$ cat src/rtl/core_lsu_pkg.sv
// Shared constants for the load/store unit: RV32I width codes, FSM encodings,
// exception cause codes and the funct3 legality helper.
package core_lsu_pkg;

  localparam logic [2:0] F3_LB  = 3'b000;
  localparam logic [2:0] F3_LH  = 3'b001;
  localparam logic [2:0] F3_LW  = 3'b010;
  localparam logic [2:0] F3_LBU = 3'b100;
  localparam logic [2:0] F3_LHU = 3'b101;
  localparam logic [2:0] F3_SB  = 3'b000;
  localparam logic [2:0] F3_SH  = 3'b001;
  localparam logic [2:0] F3_SW  = 3'b010;

  localparam logic [2:0] ST_IDLE  = 3'd0;
  localparam logic [2:0] ST_REQ   = 3'd1;
  localparam logic [2:0] ST_RWAIT = 3'd2;
  localparam logic [2:0] ST_WB    = 3'd3;
  localparam logic [2:0] ST_FIN   = 3'd4;

  typedef enum logic [1:0] {
    EXC_NONE     = 2'b00,
    EXC_MISALIGN = 2'b01,
    EXC_ILLEGAL  = 2'b10
  } exc_cause_e;

  function automatic logic f3_legal(input logic load, input logic [2:0] f3);
    logic ok;
    ok = 1'b0;
    if (load) begin
      case (f3)
        F3_LB, F3_LH, F3_LW, F3_LBU, F3_LHU: ok = 1'b1;
        default:                             ok = 1'b0;
      endcase
    end else begin
      case (f3)
        F3_SB, F3_SH, F3_SW: ok = 1'b1;
        default:             ok = 1'b0;
      endcase
    end
    return ok;
  endfunction

endpackage

$ cat src/rtl/core_lsu_align.sv
// Combinational datapath of the LSU: request fault check, store lane/strobe
// generation, and load byte-lane extraction with sign/zero extension.
module core_lsu_align
  import core_lsu_pkg::*;
(
  input  logic        i_load,
  input  logic [2:0]  i_funct3,
  input  logic [1:0]  i_addr_lo,
  input  logic [31:0] i_wdata,
  output logic        o_fault,
  output logic [1:0]  o_cause,
  output logic [3:0]  o_wstrb,
  output logic [31:0] o_wdata,
  input  logic [2:0]  i_ld_funct3,
  input  logic [1:0]  i_ld_addr_lo,
  input  logic [31:0] i_rdata,
  output logic [31:0] o_ld_data
);

  logic        w_misalign;
  logic [31:0] w_shift;

  // Fault classification; an illegal width code wins over misalignment
  always_comb begin
    w_misalign = 1'b0;
    case (i_funct3[1:0])
      2'b01:   w_misalign = i_addr_lo[0];
      2'b10:   w_misalign = |i_addr_lo;
      default: w_misalign = 1'b0;
    endcase
    if (!f3_legal(i_load, i_funct3)) begin
      o_cause = EXC_ILLEGAL;
    end else if (w_misalign) begin
      o_cause = EXC_MISALIGN;
    end else begin
      o_cause = EXC_NONE;
    end
    o_fault = (o_cause != EXC_NONE);
  end

  // Store strobes and lane-replicated write data
  always_comb begin
    o_wstrb = 4'b0000;
    o_wdata = 32'h0000_0000;
    case (i_funct3[1:0])
      2'b00: begin
        o_wstrb = 4'b0001 << i_addr_lo;
        o_wdata = {4{i_wdata[7:0]}};
      end
      2'b01: begin
        o_wstrb = 4'b0011 << i_addr_lo;
        o_wdata = {2{i_wdata[15:0]}};
      end
      2'b10: begin
        o_wstrb = 4'b1111;
        o_wdata = i_wdata;
      end
      default: begin
        o_wstrb = 4'b0000;
        o_wdata = 32'h0000_0000;
      end
    endcase
  end

  // Load lane extraction and extension
  always_comb begin
    w_shift   = i_rdata >> {i_ld_addr_lo, 3'b000};
    o_ld_data = w_shift;
    case (i_ld_funct3)
      F3_LB:   o_ld_data = {{24{w_shift[7]}}, w_shift[7:0]};
      F3_LH:   o_ld_data = {{16{w_shift[15]}}, w_shift[15:0]};
      F3_LW:   o_ld_data = w_shift;
      F3_LBU:  o_ld_data = {24'h00_0000, w_shift[7:0]};
      F3_LHU:  o_ld_data = {16'h0000, w_shift[15:0]};
      default: o_ld_data = w_shift;
    endcase
  end

endmodule

$ cat src/rtl/core_lsu.sv
// Memory-stage load/store unit: one request per handshake, word bus with byte
// strobes, extended load data delivered to the register-file write port.
module core_lsu
  import core_lsu_pkg::*;
(
  input  logic        CLK,
  input  logic        RST_N,
  input  logic        i_req_valid,
  output logic        o_req_ready,
  input  logic        i_req_load,
  input  logic [2:0]  i_req_funct3,
  input  logic [31:0] i_req_addr,
  input  logic [31:0] i_req_wdata,
  input  logic [4:0]  i_req_rd,
  output logic        o_mem_valid,
  input  logic        i_mem_ready,
  output logic        o_mem_we,
  output logic [31:0] o_mem_addr,
  output logic [3:0]  o_mem_wstrb,
  output logic [31:0] o_mem_wdata,
  input  logic        i_mem_rvalid,
  input  logic [31:0] i_mem_rdata,
  output logic        o_wb_we,
  output logic [4:0]  o_wb_addr,
  output logic [31:0] o_wb_data,
  output logic        o_done,
  output logic        o_exc,
  output logic [1:0]  o_exc_cause
);

  logic [2:0]  r_state;
  logic        r_load;
  logic [2:0]  r_funct3;
  logic [1:0]  r_addr_lo;
  logic [4:0]  r_rd;
  logic        r_mem_valid;
  logic        r_mem_we;
  logic [31:0] r_mem_addr;
  logic [3:0]  r_mem_wstrb;
  logic [31:0] r_mem_wdata;
  logic        r_wb_we;
  logic [4:0]  r_wb_addr;
  logic [31:0] r_wb_data;
  logic        r_done;
  logic        r_exc;
  logic [1:0]  r_exc_cause;

  logic        w_accept;
  logic        w_fault;
  logic [1:0]  w_cause;
  logic [3:0]  w_st_strb;
  logic [31:0] w_st_data;
  logic [31:0] w_ld_data;

  assign o_req_ready = (r_state == ST_IDLE);
  assign w_accept    = i_req_valid && o_req_ready;

  // Checks run on the incoming fields so a fault reaches FIN one edge after accept
  core_lsu_align u_align (
    .i_load       (i_req_load),
    .i_funct3     (i_req_funct3),
    .i_addr_lo    (i_req_addr[1:0]),
    .i_wdata      (i_req_wdata),
    .o_fault      (w_fault),
    .o_cause      (w_cause),
    .o_wstrb      (w_st_strb),
    .o_wdata      (w_st_data),
    .i_ld_funct3  (r_funct3),
    .i_ld_addr_lo (r_addr_lo),
    .i_rdata      (i_mem_rdata),
    .o_ld_data    (w_ld_data)
  );

  // FSM, bus request registers, write-back port and completion pulses
  always_ff @(posedge CLK) begin
    if (!RST_N) begin
      r_state     <= ST_IDLE;
      r_load      <= 1'b0;
      r_funct3    <= 3'b000;
      r_addr_lo   <= 2'b00;
      r_rd        <= 5'd0;
      r_mem_valid <= 1'b0;
      r_mem_we    <= 1'b0;
      r_mem_addr  <= 32'h0000_0000;
      r_mem_wstrb <= 4'b0000;
      r_mem_wdata <= 32'h0000_0000;
      r_wb_we     <= 1'b0;
      r_wb_addr   <= 5'd0;
      r_wb_data   <= 32'h0000_0000;
      r_done      <= 1'b0;
      r_exc       <= 1'b0;
      r_exc_cause <= EXC_NONE;
    end else begin
      r_wb_we     <= 1'b0;
      r_done      <= 1'b0;
      r_exc       <= 1'b0;
      r_exc_cause <= EXC_NONE;
      case (r_state)
        ST_IDLE: begin
          if (w_accept) begin
            r_load    <= i_req_load;
            r_funct3  <= i_req_funct3;
            r_addr_lo <= i_req_addr[1:0];
            r_rd      <= i_req_rd;
            if (w_fault) begin
              r_done      <= 1'b1;
              r_exc       <= 1'b1;
              r_exc_cause <= w_cause;
              r_state     <= ST_FIN;
            end else begin
              r_mem_valid <= 1'b1;
              r_mem_we    <= !i_req_load;
              r_mem_addr  <= {i_req_addr[31:2], 2'b00};
              r_mem_wstrb <= i_req_load ? 4'b0000 : w_st_strb;
              r_mem_wdata <= i_req_load ? 32'h0000_0000 : w_st_data;
              r_state     <= ST_REQ;
            end
          end else begin
            r_state <= ST_IDLE;
          end
        end
        ST_REQ: begin
          if (i_mem_ready) begin
            r_mem_valid <= 1'b0;
            if (r_load) begin
              r_state <= ST_RWAIT;
            end else begin
              r_done  <= 1'b1;
              r_state <= ST_FIN;
            end
          end else begin
            r_state <= ST_REQ;
          end
        end
        ST_RWAIT: begin
          // Address and data stay put after the pulse for the late-sampling regfile
          if (i_mem_rvalid) begin
            r_wb_we   <= (r_rd != 5'd0);
            r_wb_addr <= r_rd;
            r_wb_data <= w_ld_data;
            r_state   <= ST_WB;
          end else begin
            r_state <= ST_RWAIT;
          end
        end
        ST_WB: begin
          r_done  <= 1'b1;
          r_state <= ST_FIN;
        end
        ST_FIN: begin
          r_state <= ST_IDLE;
        end
        default: begin
          r_mem_valid <= 1'b0;
          r_state     <= ST_IDLE;
        end
      endcase
    end
  end

  assign o_mem_valid = r_mem_valid;
  assign o_mem_we    = r_mem_we;
  assign o_mem_addr  = r_mem_addr;
  assign o_mem_wstrb = r_mem_wstrb;
  assign o_mem_wdata = r_mem_wdata;
  assign o_wb_we     = r_wb_we;
  assign o_wb_addr   = r_wb_addr;
  assign o_wb_data   = r_wb_data;
  assign o_done      = r_done;
  assign o_exc       = r_exc;
  assign o_exc_cause = r_exc_cause;

endmodule

$ cat config.mk
export PLATFORM = sky130hd
export DESIGN_NAME = core_lsu
export DESIGN_NICKNAME = d
export VERILOG_FILES = /design/src/rtl/core_lsu_pkg.sv /design/src/rtl/core_lsu_align.sv /design/src/rtl/core_lsu.sv
export SDC_FILE = /design/constraint.sdc
export NUM_CORES = 1
export LEC_CHECK = 0
export ABC_AREA = 1
export BUFFER_PORTS_ARGS = -buffer_cell sky130_fd_sc_hd__buf_2
export CAP_MARGIN = 30
export CORE_AREA = 2 2 128 130
export DETAILED_ROUTE_END_ITERATION = 8
export DIE_AREA = 0 0 130 132
export PLACE_DENSITY_LB_ADDON = 0.1
export SYNTH_ARGS = -nofsm -noshare
export SYNTH_HDL_FRONTEND = slang
export SYNTH_SLANG_ARGS = --single-unit
$ cat constraint.sdc
create_clock -name CLK -period 1.9 [get_ports CLK]
set_input_delay 0.19 -clock CLK [delete_from_list [all_inputs] [get_ports CLK]]
set_output_delay 0.19 -clock CLK [all_outputs]
set_load 0.005 [all_outputs]
==> run summary, run 1 <==
multi-input logic area - 2970 um^2
area delta synth->final - 34.8%
Max Freq - 654 MHz
storage element area - 2480 um^2
Via density - 4.65
layout filler cell count - 1621
mapped cell area - 6150 um^2
layout cell share with drive strength beyond 1 - 0.261
Req. time, crit path - 2.25 ns
RR Endpoint - o_mem_wstrb[3]
antenna violations before repair - 1
Clock transition at path regs - 0.06 ns
H-tree Lvls - 4
sequential fraction of the synthesis area - 0.404
fin cells - 1406
max capacitance violation total - 0
CP Buf/Inv Count - 2
Top delay family on crit path - simple AND/OR/NAND/NOR gates
outcome - complete, no violations
Clock Tree Root - clkbuf_16
RSZ-0062 raised after global routing - no
crit start category - flip-flop
Hold-fix buffers, CTS - 24
post-synthesis register bit count - 124
WHS Path Cells - 3
CP Max Fanout - 22
flop2flop setup slack - 0.37 ns
fin nets - 1291
post-route ant nets - 0
clk_lat worst skew - 0.41 ns
Distinct cells, synth - 28
Die Height - 132 um
GRT Util Overall - 0.211
Crit. End Element - flip-flop
pwr/cell area - 850 nW/um^2
initial core utilization - 0.391
Setup Crit Path Kind - reg2reg
WL per Instance - 13.2 um
Ports - 223
most frequent CP cell - buf_4
vias in the first global route - 5879
Gate Count Post-Synth - 945
hpwl dp - 13500 um
pins over their slew limit - 0
Hold Path Class - in2reg
total CTS buffers - 17
largest net degree at the start of global routing - 54
Hold Path Sink - o_mem_addr[21]
final setup fails - 0
number of synthesis warnings - 0
CP max stage cell - dfxtp_1
worst clock skew - 0.00636 ns
Max Root-Sink Buffers - 2
clock sinks - 124
fin crit share - 0.805
Site Rows - 46
Mean Syn Cell Area - 6.51 um^2
CTS resizes - 0
reg2reg start - r_state[1]
Inst Count DP - 1350
CP arrival - 1.88 ns
R2R depth - 7
# Post-CTS Setup Buffers - 0
P_leak - 4.41 nW
core area - 15700 um^2
peak supply drop - 621 uV
crit-path cells - nor2_1, nand2_1, buf_4, nor2_2, buf_4, nand4_1, a21oi_1
die extent in x - 130 um
HP Start - i_req_addr[21]
aggregate global routing overflow - 0
CTS tree - built
max incr delay on CP - 0.33 ns
# DRC - 0
port buffer count - 220
min Tclk post-route - 1.53 ns
first-pass GRT wire length - 28900 um
leading cell type in the layout, fill and taps excluded - nand2_1
Fin. Hold Viols - 0
detailed-route wire length - 18500 um
initial drt markers - 370
setup TNS - 0 ns
via count - 6544
drt pass-1 iters - 5
Placer Congestion - 0.902
Die ar. - 17200 um^2
most frequent cells in the layout - nand2_1, buf_2, nor2_1, dfxtp_1, inv_1
per-stage QoR:
stage                     hold WS [ns]  total power, mW  utilization  setup slack (ns)  cell area (um^2)
after detailed placement         0.418             4.01        0.476             0.115              7480
after floorplan                  0.325             3.56            -             0.366              6150
after CTS                      0.00290             7.14        0.527             0.338              8290
final                           0.0167             7.05        0.528             0.370              8290
after global routing            0.0278             7.41        0.527             0.175              8290
after global placement           0.415             4.00        0.476             0.164              7470
cell families (layout without fill, tap and decap cells):
group	count (synthesis)	after routing	share of synthesized area
other cells	1	3	0.000610
flops	124	124	0.404
fa+ha+maj	4	4	0.00814
buf+inv	164	407	0.116
compound gates	136	136	0.117
simple gates	516	516	0.354
power breakdown:
part / switching [mW] / internal (mW)
combinational: 0.730 / 0.480
clock: 1.17 / 1.88
sequential: 0.0585 / 2.72
total: 1.96 / 5.09
metal layers:
metal	vias to the layer above	GRT usage	share of wire
li1	3467	-	-
met1	2840	0.288	0.48
met2	210	0.317	0.43
met3	27	0.0593	0.067
met4	0	0.0795	0.020
met5	-	0	0
cells in the mapped netlist:
library cell    n  share of area
nand2_1       247           0.15
nor2_1        149          0.091
dfxtp_1       124           0.40
inv_1          90          0.055
a21oi_1        71          0.058
nand3_1        67          0.055
o21ai_0        40          0.033
nand4_1        36          0.037
buf_2          26          0.021
clkbuf_1       24          0.015
o211ai_1       14          0.017
buf_4          10          0.012
o21ai_1         9         0.0073
inv_2           8         0.0049
or2_2           8         0.0081
buf_6           4         0.0073
ha_1            4         0.0081
buf_1           2         0.0012
nand3_2         2         0.0033
nor3_1          2         0.0016
a211oi_1        1         0.0012
a31oi_1         1         0.0010
conb_1          1        0.00061
nand2_2         1         0.0010
nand2_4         1         0.0018
nand3_4         1         0.0028
nor2_2          1         0.0010
nor2_4          1         0.0018
worst min-delay path, delay by kind of cell:
family                 cells  cell delay [ns]
buffers and inverters      1             0.08
and+or+nand+nor            2             0.12
state kept, by name (all words and copies together) (netlist names), 2 cells and up:
name	count
o_exc_cause	2
o_mem_addr	30
o_mem_wdata	32
o_mem_wstrb	4
o_wb_addr	5
o_wb_data	32
r_addr_lo	2
r_funct3	3
r_rd	5
r_state	3
worst max path at each step:
stage	startpoint	endpoint	cells past startpoint
after floorplan	i_req_funct3[1]	o_mem_addr[22]	12
after global placement	i_req_funct3[0]	o_exc_cause[0]	13
after detailed placement	i_req_funct3[0]	o_exc_cause[0]	13
after CTS	r_state[1]	o_mem_wdata[24]	7
after global routing	r_state[1]	o_mem_wdata[12]	7
final	r_state[1]	o_mem_wstrb[3]	7
layout make-up:
| class | instances | area share |
|---|---|---|
| Antenna cell | 1 | 0.000302 |
| Timing Repair Buffer | 278 | 0.198 |
| Clock inverter | 11 | 0.0115 |
| Sequential cell | 124 | 0.299 |
| Inverter | 98 | 0.0444 |
| Clock buffer | 20 | 0.0563 |
| Tap cell | 216 | 0.0326 |
| Multi-Input combinational cell | 658 | 0.358 |
(Power assumes the default switching activity.)
==> run 2: changes to the inputs <==
==> constraint.sdc (replaced) <==
create_clock -name CLK -period 1.3 [get_ports CLK]
set_input_delay 0.13 -clock CLK [delete_from_list [all_inputs] [get_ports CLK]]
set_output_delay 0.13 -clock CLK [all_outputs]
set_load 0.005 [all_outputs]
==> run 2 against run 1 <==
Against the previous run:
- the flow now finishes with violations (setup timing)
- via count is 9.4% higher
- sequential power is 47% higher
- core utilization is 9.4 points higher
- hold slack better by 0.0095 ns
- count of clock-buffer cells in the layout is 3 higher
- routed wire length is 15% higher
- critical path type unchanged
==> run summary, run 2 (synthesis results as in run 1) <==
Max Root-Sink Buffers - 2
pins over their slew limit - 0
peak supply drop - 903 uV
Setup Crit Path Kind - reg2reg
Max Freq - 739 MHz
initial core utilization - 0.391
die extent in x - 130 um
layout cell share with drive strength beyond 1 - 0.367
outcome - finished with violations
CP Max Fanout - 9
Hold Path Class - in2reg
Site Rows - 46
min Tclk post-route - 1.35 ns
CP arrival - 1.66 ns
max capacitance violation total - 0
hpwl dp - 13800 um
post-layout util - 0.621
Placer Congestion - 0.879
vias in the first global route - 6319
Die ar. - 17200 um^2
Clock Tree Root - clkbuf_16
fin crit share - 1.04
Fin. Hold Viols - 0
clk_lat worst skew - 0.42 ns
pwr/cell area - 1210 nW/um^2
final setup fails - 30
post-route ant nets - 0
GRT Util Overall - 0.223
aggregate global routing overflow - 0
fin nets - 1356
layout filler cell count - 1480
Die Height - 132 um
Via density - 4.87
Ports - 223
Clock transition at path regs - 0.05 ns
RSZ-0062 raised after global routing - yes
worst clock skew - 0.0117 ns
area delta synth->final - 58.7%
final worst slack - -0.0533 ns
drt pass-1 iters - 5
largest net degree at the start of global routing - 41
core area - 15700 um^2
crit start category - flip-flop
clock sinks - 124
initial drt markers - 395
violated checks - setup timing
antenna violations before repair - 2
antenna cells - 0
H-tree Lvls - 4
via count - 7161
setup TNS - -0.713 ns
most frequent cells in the layout - buf_2, nand2_1, nor2_1, dfxtp_1, inv_1
leading cell type in the layout, fill and taps excluded - buf_2
port buffer count - 220
total CTS buffers - 17
WL per Instance - 14.5 um
first-pass GRT wire length - 30800 um
P_leak - 4.94 nW
detailed-route wire length - 21400 um
# DRC - 0
CTS tree - built
Crit. End Element - flip-flop
Req. time, crit path - 1.61 ns
-- run 2: area by class of cell --
cell class,instances,area (um^2),share of cell area
Clock buffer,23,488,0.0500
Clock inverter,9,158,0.0161
Inverter,98,405,0.0415
Multi-Input combinational cell,661,3430,0.352
Sequential cell,124,2490,0.256
Tap cell,216,270,0.0277
Timing Repair Buffer,340,2510,0.257
-- run 2: stage by stage --
step | total power [mW] | area (um^2) | hold slack [ns] | setup slack, ns | cells
floorplan | 5.27 | 6310 | 0.246 | -0.0197 | 946
global placement | 6.08 | 7910 | 0.338 | -0.217 | 1379
detailed placement | 6.08 | 7910 | 0.343 | -0.262 | 1379
CTS | 11.4 | 8940 | 0.0159 | -0.0217 | 1446
global route | 12.4 | 9760 | 0.0501 | -0.112 | 1471
finish | 11.8 | 9760 | 0.0262 | -0.0533 | 1471
-- run 2: critical path: stages, from the launching register on --
cell and delay [ns]:
dfxtp_2 0.33, nor2_4 0.14, nand2_4 0.11, inv_8 0.10, nand3_4 0.17, clkbuf_16 0.23
nor2_1 0.11, nor2_1 0.05
-- run 2: path summary, 6_finish.rpt --
check / from / endpoint / slack [ns] / depth (start not counted)
worst max-delay path: r_state[0] / o_mem_addr[25] / -0.05 / 7
worst min-delay path: i_req_funct3[2] / r_funct3[2] / 0.03 / 3
worst max register to register: r_state[0] / o_mem_addr[25] / -0.05 / 7
worst min register to register: o_mem_wdata[16] / o_mem_wdata[16] / 0.46 / 2
-- run 2: where the power goes --
group	internal (mW)	switching [mW]
Sequential	3.98	0.107
Combinational	1.19	1.41
Clock	3.42	1.74
-- run 2: repair_timing --
item,4_1_cts,5_1_grt
resized for setup,17,133
buffers inserted,0,9
gates cloned,0,16
hold endpoints to repair,35,0
setup endpoints to repair,62,107
hold buffers,35,0
pin swaps,4,37
-- run 2: layer usage --
layer / vias to the layer above / GRT usage / wire length (um)
li1: 3605 / - / -
met1: 3278 / 0.287 / 9020
met2: 243 / 0.366 / 10600
met3: 31 / 0.0556 / 1360
met4: 4 / 0.0693 / 329
met5: - / 0 / 24
